--- config.mk ---
export PLATFORM = sky130hd
export DESIGN_NAME = counter_param
export DESIGN_NICKNAME = d
export VERILOG_FILES = /design/src/rtl/counter_param.sv
export SDC_FILE = /design/constraint.sdc
export NUM_CORES = 1
export LEC_CHECK = 0
export CORE_AREA = 4 4 41 43
export CTS_BUF_LIST = sky130_fd_sc_hd__clkbuf_4 sky130_fd_sc_hd__clkbuf_8
export CTS_CLUSTER_DIAMETER = 40
export DETAILED_ROUTE_END_ITERATION = 12
export DIE_AREA = 0 0 45 47
export GPL_TIMING_DRIVEN = 0
export PLACE_DENSITY = 0.84
export SYNTH_ARGS = -nofsm -noshare
export SYNTH_HDL_FRONTEND = slang
export SYNTH_SLANG_ARGS = --single-unit
--- constraint.sdc ---
create_clock -name sys_clk -period 3.24 [get_ports sys_clk]
set_input_delay 0.324 -clock sys_clk [delete_from_list [all_inputs] [get_ports sys_clk]]
set_output_delay 0.324 -clock sys_clk [all_outputs]
set_load 0.005 [all_outputs]
--- src/rtl/counter_param.sv ---
// Parametrised up/down timebase counter with wrap or saturate mode, terminal-count pulse and toggle output.
// Optional step prescaler is compiled in when CNT_PRESCALE_EN is defined.
module counter_param #(
  parameter int WIDTH    = 4,
  parameter int SATURATE = 0,
  parameter int PRESCALE = 1
) (
  input  logic             sys_clk,
  input  logic             sys_rst,
  input  logic             en,
  input  logic             dir,
  input  logic             load,
  input  logic [WIDTH-1:0] load_val,
  input  logic [WIDTH-1:0] cnt_max,
  input  logic             clr_ovf,
  output logic [WIDTH-1:0] cnt,
  output logic             tc,
  output logic             out,
  output logic             ovf
);

  if (WIDTH < 2 || WIDTH > 32 || PRESCALE < 1 || PRESCALE > 65535) begin : g_bad_param
    $error("counter_param: WIDTH or PRESCALE out of legal range");
  end

  localparam logic SAT_MODE = (SATURATE != 0);

  logic step;
  logic limit;

  // Limit test uses >= so a lowered cnt_max or an out-of-range load terminates on the next up step.
  function automatic logic at_limit(input logic [WIDTH-1:0] c,
                                    input logic [WIDTH-1:0] m,
                                    input logic             up);
    return up ? (c >= m) : (c == '0);
  endfunction

  function automatic logic [WIDTH-1:0] next_count(input logic [WIDTH-1:0] c,
                                                  input logic [WIDTH-1:0] m,
                                                  input logic             up,
                                                  input logic             lim);
    logic [WIDTH-1:0] n;
    if (lim) begin
      if (up) n = SAT_MODE ? m : '0;
      else    n = SAT_MODE ? '0 : m;
    end else begin
      n = up ? c + WIDTH'(1) : c - WIDTH'(1);
    end
    return n;
  endfunction

`ifdef CNT_PRESCALE_EN
  localparam int              PS_W    = (PRESCALE > 1) ? $clog2(PRESCALE) : 1;
  localparam logic [PS_W-1:0] PS_LAST = PS_W'(PRESCALE - 1);

  logic [PS_W-1:0] ps_cnt;

  always_ff @(posedge sys_clk) begin
    if (sys_rst || load)
      ps_cnt <= '0;
    else if (en)
      ps_cnt <= (ps_cnt == PS_LAST) ? '0 : ps_cnt + PS_W'(1);
  end

  assign step = en && (ps_cnt == PS_LAST);
`else
  assign step = en;
`endif

  assign limit = at_limit(cnt, cnt_max, dir);

  // Count register stage: reset > load > step > hold
  always_ff @(posedge sys_clk) begin
    if (sys_rst) begin
      cnt <= '0;
      tc  <= 1'b0;
      out <= 1'b0;
      ovf <= 1'b0;
    end else if (load) begin
      cnt <= load_val;
      tc  <= 1'b0;
    end else if (step) begin
      cnt <= next_count(cnt, cnt_max, dir, limit);
      tc  <= limit;
      if (limit && !SAT_MODE)
        out <= ~out;
      if (limit && SAT_MODE)
        ovf <= 1'b1;
      else if (clr_ovf)
        ovf <= 1'b0;
    end else begin
      tc <= 1'b0;
      if (clr_ovf)
        ovf <= 1'b0;
    end
  end

endmodule
======== After elaboration in Yosys (flattened, before gate mapping) ========
Cells that the tools add are included.
storage, ports and cells
  bits in registers ....................... 6
  output and inout bits ................... 7
  logic and storage cells ................. 19
operators by class
  add/subtract/negate cells ............... 2
  $lt $le $gt $ge ......................... 1
  multiplexer cells ....................... 6
  bitwise logic cells ..................... 3
  reduce and logical (&&, ||, !) cells .... 4
operator list
  cell                                               count
  two-way mux 4 bit                                  5
  adder 4 x 1 -> 4 bit (second input constant)       1
  >= comparator 4 bit                                1
  logical NOT 4 bit                                  1
  subtractor 4 x 1 -> 4 bit (second input constant)  1
  inverter 1 bit                                     3
  AND reduction 3 bit                                1
  OR reduction 3 bit                                 1
  nonzero test 2 bit                                 1
  two-way mux 1 bit                                  1

======== Depth between registers and ports, before layout ========
Gate-level depths: netlist of the first run.
  depth after elaboration ................. 5
  depth in mapped cells ................... 7
  mapped depth without buffers ............ 6

======== Worst setup path before layout of the first run ========
No wires, ideal clock.
  path kind ............................... reg2reg
  start ................................... reg cnt[0]
  end ..................................... reg out
  arrival time ............................ 1826 ps
  slack ................................... 1291 ps
  stages on the path, launching flop included .. 7
  buffers on the path ..................... 0
  clock period less this slack ............ 1949 ps
  path through ............................ dfxtp_1 > inv_1 > ha_1 > or3b_4 > a211oi_4 > nor4_4 > mux2_1
on the way
  cells in the longest elaborated chain, start to end .. 3
  elaborated cells between the ends (all ways) .. 4
RTL lines
  item                                                             line  text
  start: declaration                                               16    output logic [WIDTH-1:0] cnt,
  start signal: assignment                                         80    cnt <= load_val;
  start signal: assignment                                         83    cnt <= next_count(cnt, cnt_max, dir, limit);
  >= comparator 4 bit / logical NOT 4 bit (equally long branches)  35    return up ? (c >= m) : (c == '0);
  two-way mux 1 bit (*)                                            35
  AND reduction 3 bit (no source line) (*)                         --
  end signal: assignment                                           86    out <= ~out;
  end: declaration                                                 18    output logic out,
Every way passes the cells marked *; elsewhere a longest branch is shown, timed or not.
A chain may end at the register's enable or synchronous reset.

======== Worst setup path in the final report of the first run ========
Same ends and word-level chain as after synthesis.

==> out/summary.json, run 1 <==
{
  "outcome": "complete, no violations",
  "pins_over_slew_limit": 0,
  "hold_depth": 3,
  "wire_per_inst_um": 13.5,
  "worst_clock_skew_ns": 0.00151,
  "synthTopCellsByCount": "8 x sky130_fd_sc_hd__inv_1, 6 x sky130_fd_sc_hd__dfxtp_1, 6 x sky130_fd_sc_hd__ha_1",
  "post_cts_resized": 0,
  "synth.area.top_cells": "sky130_fd_sc_hd__dfxtp_1 19%, sky130_fd_sc_hd__ha_1 12%, sky130_fd_sc_hd__inv_1 4.9%",
  "maximum_number_of_pins_on_one_net_before_global_route_repair": 10,
  "post_synth_num_cell_types": 37,
  "postSynthCellCount": 73,
  "number_of_iterations_in_the_first_detailed_routing_pass": 4,
  "fin_tns_setup_ns": 0,
  "insertedDiodeCount": 0,
  "detailedPlacementHpwl_um": 1170,
  "power.share.clock_pct": 25.7,
  "synthesis.yosys.warnings": 0,
  "timing.critical_path.to_type": "flop",
  "syn-num-nets": 94,
  "design.core.area_um2": 1300,
  "number_of_clock_buffers_inserted_by_tritoncts": 3,
  "max_buffers_root_to_sink": 2,
  "overflow": 0,
  "globalRoute.busiestLayer": "met2",
  "cts_hold_buffers": 0,
  "synth_seq_cells": 6,
  "synth_top_area_share_pct": 19.4,
  "worst-r2r-setup-slack_ns": 1.12,
  "worstPathArrival_ns": 2.25,
  "synth_seq_area_share_pct": 19.4,
  "worst_r2r_startpoint": "cnt[0]",
  "net-switching-power_mw": 0.0867,
  "maxClockFrequency_mhz": 471,
  "async_reset_ff_share_pct": 0,
  "final.min_clock_period_ns": 2.12,
  "routed-via-count": 612,
  "syn_avg_cell_area_um2": 8.47,
  "finalPower_mw": 0.265,
  "internal_power_mw": 0.179,
  "antenna_found_initial": 0,
  "area_delta_synth_final_pct": 31.0,
  "clk_slew_on_worst_s_h_paths_ns": 0.04,
  "rsz_0062_raised_after_global_routing": "false",
  "critical_path.startpoint": "cnt[0]",
  "synth_most_common_cell": "sky130_fd_sc_hd__inv_1",
  "synthesized_area_um2": 618,
  "highest_fanout_seen_on_the_critical_path": 6,
  "worstRegToRegCells": 6,
  "ios": 21,
  "combinationalPowerShare_pct": 40.0,
  "power.ir.vdd_worst_uv": 170,
  "tritoncts": "done",
  "grtUsageMet3_pct": 3.83,
  "cp-start-kind": "flop",
  "hold_path_class": "in -> reg",
  "chipHeight_um": 47,
  "insertion_delay_ns": 0.24,
  "worst_ep_required_time_ns": 3.36,
  "fin_crit_sh_pct": 65.5,
  "post_drt_via_cell_ratio": 5.77,
  "drive_gt1_share_pct": 12.1,
  "first_pass_grt_wire_length_um": 2250,
  "overall_fraction_of_global_route_tracks_in_use_pct": 14.6,
  "m2_gr_usage_pct": 20.3,
  "static_leakage_nw": 0.348,
  "timing_hold_violations_final": 0,
  "die_width_um": 45,
  "max-cap-violations": 0,
  "finish.net_count": 114,
  "start_util_pct": 47.5,
  "clock-root-buffer": "sky130_fd_sc_hd__clkbuf_4",
  "floorplan.die_area_um2": 2120,
  "grt_pass1_vias": 521,
  "power.switching_fraction_pct": 32.7,
  "port_buffers": 15,
  "sequentialPowerShare_pct": 34.4,
  "initial_drt_markers": 10,
  "critPathKind": "reg -> reg",
  "post-route-drc-count": 0,
  "synth_enable_flop_cells": 0,
  "num_rows": 13,
  "drt-total-wl_um": 1430,
  "postRouteAntennaNets": 0,
  "synth_top_cell_by_area": "sky130_fd_sc_hd__dfxtp_1",
  "postCtsSetupRepairBufs": 0,
  "final-setup-viol-count": 0,
  "crit_end": "out",
  "synth-main-ff-cell": "sky130_fd_sc_hd__dfxtp_1",
  "power_per_cell_area_nw_per_um2": 328,
  "cts.htree.levels": 1,
  "globalRouteMet1Util_pct": 20.0,
  "numClockSinks": 6,
  "finalWeightedCongestion": 0.866,
  "critical_path.reg2reg.endpoint": "out"
}
-- cell usage in the layout, fill, tap and decap left out, types with 2 or more instances in the layout --
master / instances
sky130_fd_sc_hd__a211oi_1: 2
sky130_fd_sc_hd__a21oi_1: 4
sky130_fd_sc_hd__and4_1: 2
sky130_fd_sc_hd__clkbuf_1: 2
sky130_fd_sc_hd__clkbuf_4: 3
sky130_fd_sc_hd__clkdlybuf4s50_1: 15
sky130_fd_sc_hd__dfxtp_1: 6
sky130_fd_sc_hd__ha_1: 6
sky130_fd_sc_hd__inv_1: 8
sky130_fd_sc_hd__nand2_1: 5
sky130_fd_sc_hd__nand2b_1: 2
sky130_fd_sc_hd__nor2_1: 5
sky130_fd_sc_hd__nor2b_1: 2
sky130_fd_sc_hd__nor4_1: 2
sky130_fd_sc_hd__o211ai_1: 2
sky130_fd_sc_hd__o32ai_1: 2
-- critical path: stages (launching register included) --
cell	delay, ns
sky130_fd_sc_hd__dfxtp_1	0.43
sky130_fd_sc_hd__inv_1	0.10
sky130_fd_sc_hd__ha_1	0.28
sky130_fd_sc_hd__or3b_4	0.39
sky130_fd_sc_hd__a211oi_4	0.38
sky130_fd_sc_hd__nor4_4	0.08
sky130_fd_sc_hd__mux2_1	0.33
-- stage by stage --
| stage | util, % | hold WS (ns) | std cells | setup WS, ns | instance area (um2) |
|---|---|---|---|---|---|
| CTS | 62.2 | 0.422 | 106 | 1.10 | 810 |
| floorplan | - | 0.390 | 73 | 1.29 | 618 |
| detailed placement | 60.5 | 0.572 | 103 | 0.859 | 787 |
| global route | 62.2 | 0.457 | 106 | 1.03 | 810 |
| global placement | 60.5 | 0.529 | 103 | 0.916 | 787 |
| finish | 62.2 | 0.431 | 106 | 1.12 | 810 |
-- routing by layer --
metal	share of wire, %	wire, um	up-vias
met1	46	659	282
met2	47	677	23
met5	0	0	-
met3	5.5	78	2
li1	-	-	305
met4	0.98	14	0
-- worst min path at each step --
stage,start,endpoint,slack (ns)
2_1_floorplan,sys_rst,cnt[3],0.39
6_report,en,cnt[2],0.43
3_5_place_dp,out,out,0.57
4_1_cts,en,cnt[2],0.42
5_1_grt,en,cnt[2],0.46
3_3_place_gp,out,out,0.53
-- registers in the layout, summed over array words and instances (netlist names) --
name / count
out: 1
tc: 1
cnt: 4
-- logic make-up after synthesis --
logic type / Yosys count / synth area share [%]
buf+inv: 12 / 8.10
mux: 1 / 1.82
other cells: 1 / 0.607
fa+ha+maj: 7 / 15.4
compound gates: 18 / 24.7
flops: 6 / 19.4
simple gates: 27 / 28.5
xor+xnor: 1 / 1.42
-- area by class of cell --
type / instances / area [um2]
buffer: 4 / 20.0
clock buffer: 3 / 22.5
fill: 124 / 492
inverter: 8 / 30.0
multi-input combinational: 55 / 448
sequential: 6 / 120
tap: 15 / 18.8
timing repair buffer: 15 / 150
-- power groups by stage --
stage / logic, mW / registers (mW) / clock network, mW
floorplan: 0.0683 / 0.0901 / 0
global placement: 0.103 / 0.0919 / 0
detailed placement: 0.106 / 0.0924 / 0
CTS: 0.107 / 0.0913 / 0.0710
global route: 0.118 / 0.0924 / 0.0731
finish: 0.106 / 0.0913 / 0.0681
Power figures use the tool's default switching activity.
==> run 2, diff against run 1 <==
==> config.mk (replaced) <==
export PLATFORM = sky130hd
export DESIGN_NAME = counter_param
export DESIGN_NICKNAME = d
export VERILOG_FILES = /design/src/rtl/counter_param.sv
export SDC_FILE = /design/constraint.sdc
export NUM_CORES = 1
export LEC_CHECK = 0
export CORE_AREA = 4 4 44 46
export CTS_BUF_LIST = sky130_fd_sc_hd__clkbuf_4 sky130_fd_sc_hd__clkbuf_8
export CTS_CLUSTER_DIAMETER = 40
export DETAILED_ROUTE_END_ITERATION = 12
export DIE_AREA = 0 0 48 50
export GPL_TIMING_DRIVEN = 0
export PLACE_DENSITY = 0.77
export SYNTH_ARGS = -nofsm -noshare
export SYNTH_HDL_FRONTEND = slang
export SYNTH_SLANG_ARGS = --single-unit
==> constraint.sdc (replaced) <==
create_clock -name sys_clk -period 1.85 [get_ports sys_clk]
set_input_delay 0.185 -clock sys_clk [delete_from_list [all_inputs] [get_ports sys_clk]]
set_output_delay 0.185 -clock sys_clk [all_outputs]
set_load 0.005 [all_outputs]
==> out/summary.json, run 2 (synthesis results as in run 1) <==
{
  "post_drt_via_cell_ratio": 5.71,
  "worstRegToRegCells": 7,
  "cpPeakStageDelay_ns": 0.39,
  "cts.htree.levels": 1,
  "tritoncts": "done",
  "largest_reg_flops": 4,
  "hold_path_class": "in -> reg",
  "insertedDiodeCount": 0,
  "worst_ep_required_time_ns": 2.00,
  "area_delta_synth_final_pct": 43.9,
  "worst-r2r-setup-slack_ns": -0.008,
  "first_pass_grt_wire_length_um": 2430,
  "critical-path-top-delay-family": "simple AND/OR/NAND/NOR gates",
  "critical_path.reg2reg.endpoint": "out",
  "worst_r2r_startpoint": "cnt[0]",
  "outcome": "complete, but fails checks",
  "initial_drt_markers": 13,
  "die_width_um": 48,
  "drive_gt1_share_pct": 26.0,
  "max_buffers_root_to_sink": 2,
  "final_cell_mix": "14 x sky130_fd_sc_hd__clkdlybuf4s50_1, 6 x sky130_fd_sc_hd__inv_1, 5 x sky130_fd_sc_hd__nor2_1, 5 x sky130_fd_sc_hd__nand2_1",
  "wire_per_inst_um": 14.6,
  "num_rows": 14,
  "overflow": 0,
  "maximum_number_of_pins_on_one_net_before_global_route_repair": 10,
  "drt-total-wl_um": 1640,
  "crit_end": "out",
  "crit_buf_inv": 2,
  "critical_path.startpoint": "cnt[0]",
  "finish.net_count": 118,
  "clock-root-buffer": "sky130_fd_sc_hd__clkbuf_4",
  "antenna_found_initial": 0,
  "critPathKind": "reg -> reg",
  "number_of_clock_buffers_inserted_by_tritoncts": 3,
  "port_buffers": 15,
  "static_leakage_nw": 0.378,
  "max-cap-violations": 0,
  "slowest_stage": "sky130_fd_sc_hd__or3b_4",
  "number_of_iterations_in_the_first_detailed_routing_pass": 4,
  "ios": 21,
  "postLayoutSetupSlackWorst_ns": -0.00794,
  "final.min_clock_period_ns": 1.86,
  "failed_checks": "setup timing",
  "clk_slew_on_worst_s_h_paths_ns": 0.05,
  "cp_cell_sequence": "inv_4, ha_4, or3b_4, a211oi_4, buf_6, nor4_4, mux2_4",
  "worstPathArrival_ns": 2.01,
  "floorplan.die_area_um2": 2400,
  "finalWeightedCongestion": 0.885,
  "design.core.area_um2": 1510,
  "worst_slew_margin_rel_pct": 65.9,
  "power_per_cell_area_nw_per_um2": 600,
  "detailedPlace.worstSlack_ns": -0.446,
  "regMostFlops": "cnt",
  "detailedPlacementHpwl_um": 1220,
  "pins_over_slew_limit": 0,
  "numClockSinks": 6,
  "fin_crit_sh_pct": 100,
  "rsz_0062_raised_after_global_routing": "true",
  "routed-via-count": 639,
  "mostFrequentLayoutCell": "sky130_fd_sc_hd__clkdlybuf4s50_1",
  "grt_pass1_vias": 550,
  "finalPower_mw": 0.533,
  "reg.largest.list": "cnt x4, out x1, tc x1",
  "slew_of_the_pin_with_the_lowest_slew_margin_ns": 0.512,
  "maxClockFrequency_mhz": 538,
  "postRouteAntennaNets": 0,
  "start_util_pct": 41.0,
  "final-setup-viol-count": 1,
  "insertion_delay_ns": 0.26,
  "worst_clock_skew_ns": 0.00453,
  "critical_path_cell_count": 7,
  "power.ir.vdd_worst_uv": 315,
  "timing.critical_path.to_type": "flop",
  "timing_hold_violations_final": 0,
  "fin_hold_ws_ns": 0.293,
  "overall_fraction_of_global_route_tracks_in_use_pct": 14.6,
  "chipHeight_um": 50,
  "highest_fanout_seen_on_the_critical_path": 5,
  "cp-start-kind": "flop",
  "post-route-drc-count": 0
}
-- run 2: cell types whose count changed in the layout (fill, tap and decap cells not counted), moves of 2 or more --
| cell | before | now |
|---|---|---|
| sky130_fd_sc_hd__buf_4 | 1 | 4 |
| sky130_fd_sc_hd__ha_4 | 0 | 2 |
| sky130_fd_sc_hd__dfxtp_2 | 0 | 2 |
| sky130_fd_sc_hd__inv_1 | 8 | 6 |
| sky130_fd_sc_hd__ha_1 | 6 | 4 |
| sky130_fd_sc_hd__dfxtp_1 | 6 | 3 |
-- run 2: layout make-up --
cell class	instances	area, um2
inverter	8	32.5
timing repair buffer	19	183
fill	140	617
buffer	4	21.3
clock buffer	4	30.0
multi-input combinational	55	477
sequential	6	126
tap	16	20.0
-- run 2: per-layer routing --
layer	wire length, um	vias up	global-route usage [%]
met1	712	291	19.0
met4	28	0	7.62
li1	-	315	-
met2	784	29	19.8
met3	112	4	6.18
met5	0	-	0
-- run 2: worst min path at each step --
stage | startpoint | to | slack (ns) | depth (start not counted)
floorplan | sys_rst | cnt[3] | 0.25 | 1
global placement | out | out | 0.53 | 2
detailed placement | en | cnt[2] | 0.55 | 3
CTS | en | cnt[2] | 0.27 | 3
global route | en | cnt[2] | 0.33 | 3
finish | en | cnt[2] | 0.29 | 3
-- run 2: worst reg2reg max path, cell delays in order, from the launching register on --
cell and delay (ns):
sky130_fd_sc_hd__dfxtp_4 0.38, sky130_fd_sc_hd__inv_4 0.05, sky130_fd_sc_hd__ha_4 0.20, sky130_fd_sc_hd__or3b_4 0.39
sky130_fd_sc_hd__a211oi_4 0.21, sky130_fd_sc_hd__buf_6 0.15, sky130_fd_sc_hd__nor4_4 0.05, sky130_fd_sc_hd__mux2_4 0.31
-- run 2: per-stage QoR --
step           area [um2]  std cells  utilization (%)  TNS [ns]
2_1_floorplan         634         73                -         0
3_3_place_gp          805        104             53.4     -1.94
3_5_place_dp          805        104             53.4     -2.21
4_1_cts               880        111             58.4         0
5_1_grt               890        112             59.1    -0.130
6_report              890        112             59.1  -0.00794
-- run 2: power breakdown --
part	switching, mW	internal [mW]
sequential	0.0190	0.141
clock	0.0630	0.0973
combinational	0.0964	0.116
total	0.178	0.355
-- run 2: repair_timing --
action / CTS / global route
hold buffers: 0 / 0
setup endpoints to repair: 4 / 4
setup buffers: 3 / 1
gates resized for setup: 8 / 3
pin swaps: 2 / 4
==> run 3, diff against run 2 <==
--- a/config.mk
+++ b/config.mk
@@ -10,7 +10,6 @@
 export CTS_CLUSTER_DIAMETER = 40
 export DETAILED_ROUTE_END_ITERATION = 12
 export DIE_AREA = 0 0 48 50
-export GPL_TIMING_DRIVEN = 0
 export PLACE_DENSITY = 0.77
 export SYNTH_ARGS = -nofsm -noshare
 export SYNTH_HDL_FRONTEND = slang
==> out/summary.json, run 3 (synthesis results as in run 1) <==
{
  "regMostFlops": "cnt",
  "insertedDiodeCount": 0,
  "initial_drt_markers": 9,
  "final.min_clock_period_ns": 1.85,
  "timing.hold.worst.start": "load_val[0]",
  "start_util_pct": 41.0,
  "static_leakage_nw": 0.435,
  "power_per_cell_area_nw_per_um2": 571,
  "worst_clock_skew_ns": 0.0112,
  "maximum_number_of_pins_on_one_net_before_global_route_repair": 9,
  "multi_input_area_um2": 489,
  "rsz_0062_raised_after_global_routing": "true",
  "overflow": 0,
  "max-cap-violations": 0,
  "drive_gt1_share_pct": 33.3,
  "largest_reg_flops": 4,
  "number_of_clock_buffers_inserted_by_tritoncts": 3,
  "grt_pass1_vias": 655,
  "clock-root-buffer": "sky130_fd_sc_hd__clkbuf_4",
  "num-fill-cells": 135,
  "insertion_delay_ns": 0.26,
  "postLayoutSetupSlackWorst_ns": 0.00315,
  "maxClockFrequency_mhz": 541,
  "postRouteAntennaNets": 0,
  "detailedPlacementHpwl_um": 1400,
  "floorplan.die_area_um2": 2400,
  "drt-total-wl_um": 1810,
  "reg.largest.list": "cnt x4, out x1, tc x1",
  "final_cell_mix": "17 x sky130_fd_sc_hd__clkdlybuf4s50_1, 16 x sky130_fd_sc_hd__buf_4, 7 x sky130_fd_sc_hd__inv_1, 5 x sky130_fd_sc_hd__nor2_1, 5 x sky130_fd_sc_hd__nand2_1",
  "routed-via-count": 695,
  "final-setup-viol-count": 0,
  "first_pass_grt_wire_length_um": 2950,
  "area_delta_synth_final_pct": 63.0,
  "detailedPlace.worstSlack_ns": -0.427,
  "wire_per_inst_um": 14.6,
  "finish.net_count": 130,
  "chipHeight_um": 50,
  "timing.critical_path.to_type": "flop",
  "ios": 21,
  "cts.htree.levels": 1,
  "post_drt_via_cell_ratio": 5.60,
  "finalWeightedCongestion": 0.950,
  "hold_depth": 3,
  "overall_fraction_of_global_route_tracks_in_use_pct": 17.0,
  "design.core.area_um2": 1510,
  "post-route-drc-count": 0,
  "critical_path.reg2reg.endpoint": "out",
  "antenna_found_initial": 0,
  "power.ir.vdd_worst_uv": 333,
  "timing_hold_violations_final": 0,
  "fin_crit_sh_pct": 99.8,
  "num_rows": 14,
  "number_of_iterations_in_the_first_detailed_routing_pass": 5,
  "max_buffers_root_to_sink": 2,
  "die_width_um": 48,
  "outcome": "complete, no violations",
  "port_buffers": 18,
  "worstPathArrival_ns": 1.98,
  "highest_fanout_seen_on_the_critical_path": 5,
  "sequential_cell_area_um2": 125,
  "clk_slew_on_worst_s_h_paths_ns": 0.06,
  "worst_hold_path.endpoint": "cnt[0]",
  "worst_ep_required_time_ns": 1.98,
  "tritoncts": "done",
  "numClockSinks": 6,
  "worst-r2r-setup-slack_ns": 0.003,
  "mostFrequentLayoutCell": "sky130_fd_sc_hd__clkdlybuf4s50_1",
  "hold_path_class": "in -> reg",
  "worstRegToRegCells": 7,
  "pins_over_slew_limit": 0,
  "critPathKind": "in -> reg",
  "cp-start-kind": "primary input",
  "worst_r2r_startpoint": "cnt[0]",
  "fin_hold_ws_ns": 0.493
}
run 3: cell type report:
cell class | instances | area share (%)
well taps | 16 | 1.99
repair buffers | 35 | 30.8
clock buffers | 4 | 2.98
inverters | 8 | 3.23
multi-input cells | 55 | 48.6
flip-flops and latches | 6 | 12.4
run 3: metal layers:
metal	share of wire [%]	vias up	track usage, %
li1	-	339	-
met1	43	320	22.8
met2	47	32	24.9
met3	8.5	4	4.73
met4	1.8	0	6.73
met5	0	-	0
run 3: worst max-delay path by stage:
| stage | start | to | cells after the start |
|---|---|---|---|
| final | cnt_max[1] | out | 8 |
| after global routing | cnt[0] | cnt[0] | 7 |
| after CTS | cnt[0] | out | 7 |
| after detailed placement | cnt_max[0] | cnt[3] | 6 |
| after global placement | cnt_max[0] | cnt[3] | 6 |
| after floorplan | cnt[0] | out | 6 |
run 3: power by group:
group          internal, mW  switching (mW)
Combinational         0.153           0.114
Clock                0.0970          0.0569
Sequential            0.141          0.0141
Total                 0.391           0.185
run 3: what timing repair did:
item / in CTS / in global routing
setup buffers: 1 / 0
gates resized for setup: 7 / 2
hold buffers: 0 / 0
endpoints found under the setup margin: 4 / 4
gates cloned: 0 / 0
pin swaps: 3 / 1
run 3: worst max-delay path: stages:
cell	delay, ns
sky130_fd_sc_hd__clkdlybuf4s50_1	0.45
sky130_fd_sc_hd__inv_1	0.05
sky130_fd_sc_hd__ha_2	0.18
sky130_fd_sc_hd__or3b_4	0.39
sky130_fd_sc_hd__a211oi_4	0.22
sky130_fd_sc_hd__buf_6	0.16
sky130_fd_sc_hd__nor4_4	0.05
sky130_fd_sc_hd__mux2_4	0.29
run 3: through the flow:
stage | instance area [um2] | std cells | total power [mW] | util (%) | TNS (ns)
floorplan | 634 | 73 | 0.279 | - | 0
global placement | 935 | 119 | 0.391 | 62.0 | -1.64
detailed placement | 935 | 119 | 0.397 | 62.0 | -1.92
CTS | 996 | 124 | 0.572 | 66.1 | 0
global route | 1010 | 124 | 0.621 | 66.9 | -0.127
finish | 1010 | 124 | 0.575 | 66.9 | 0
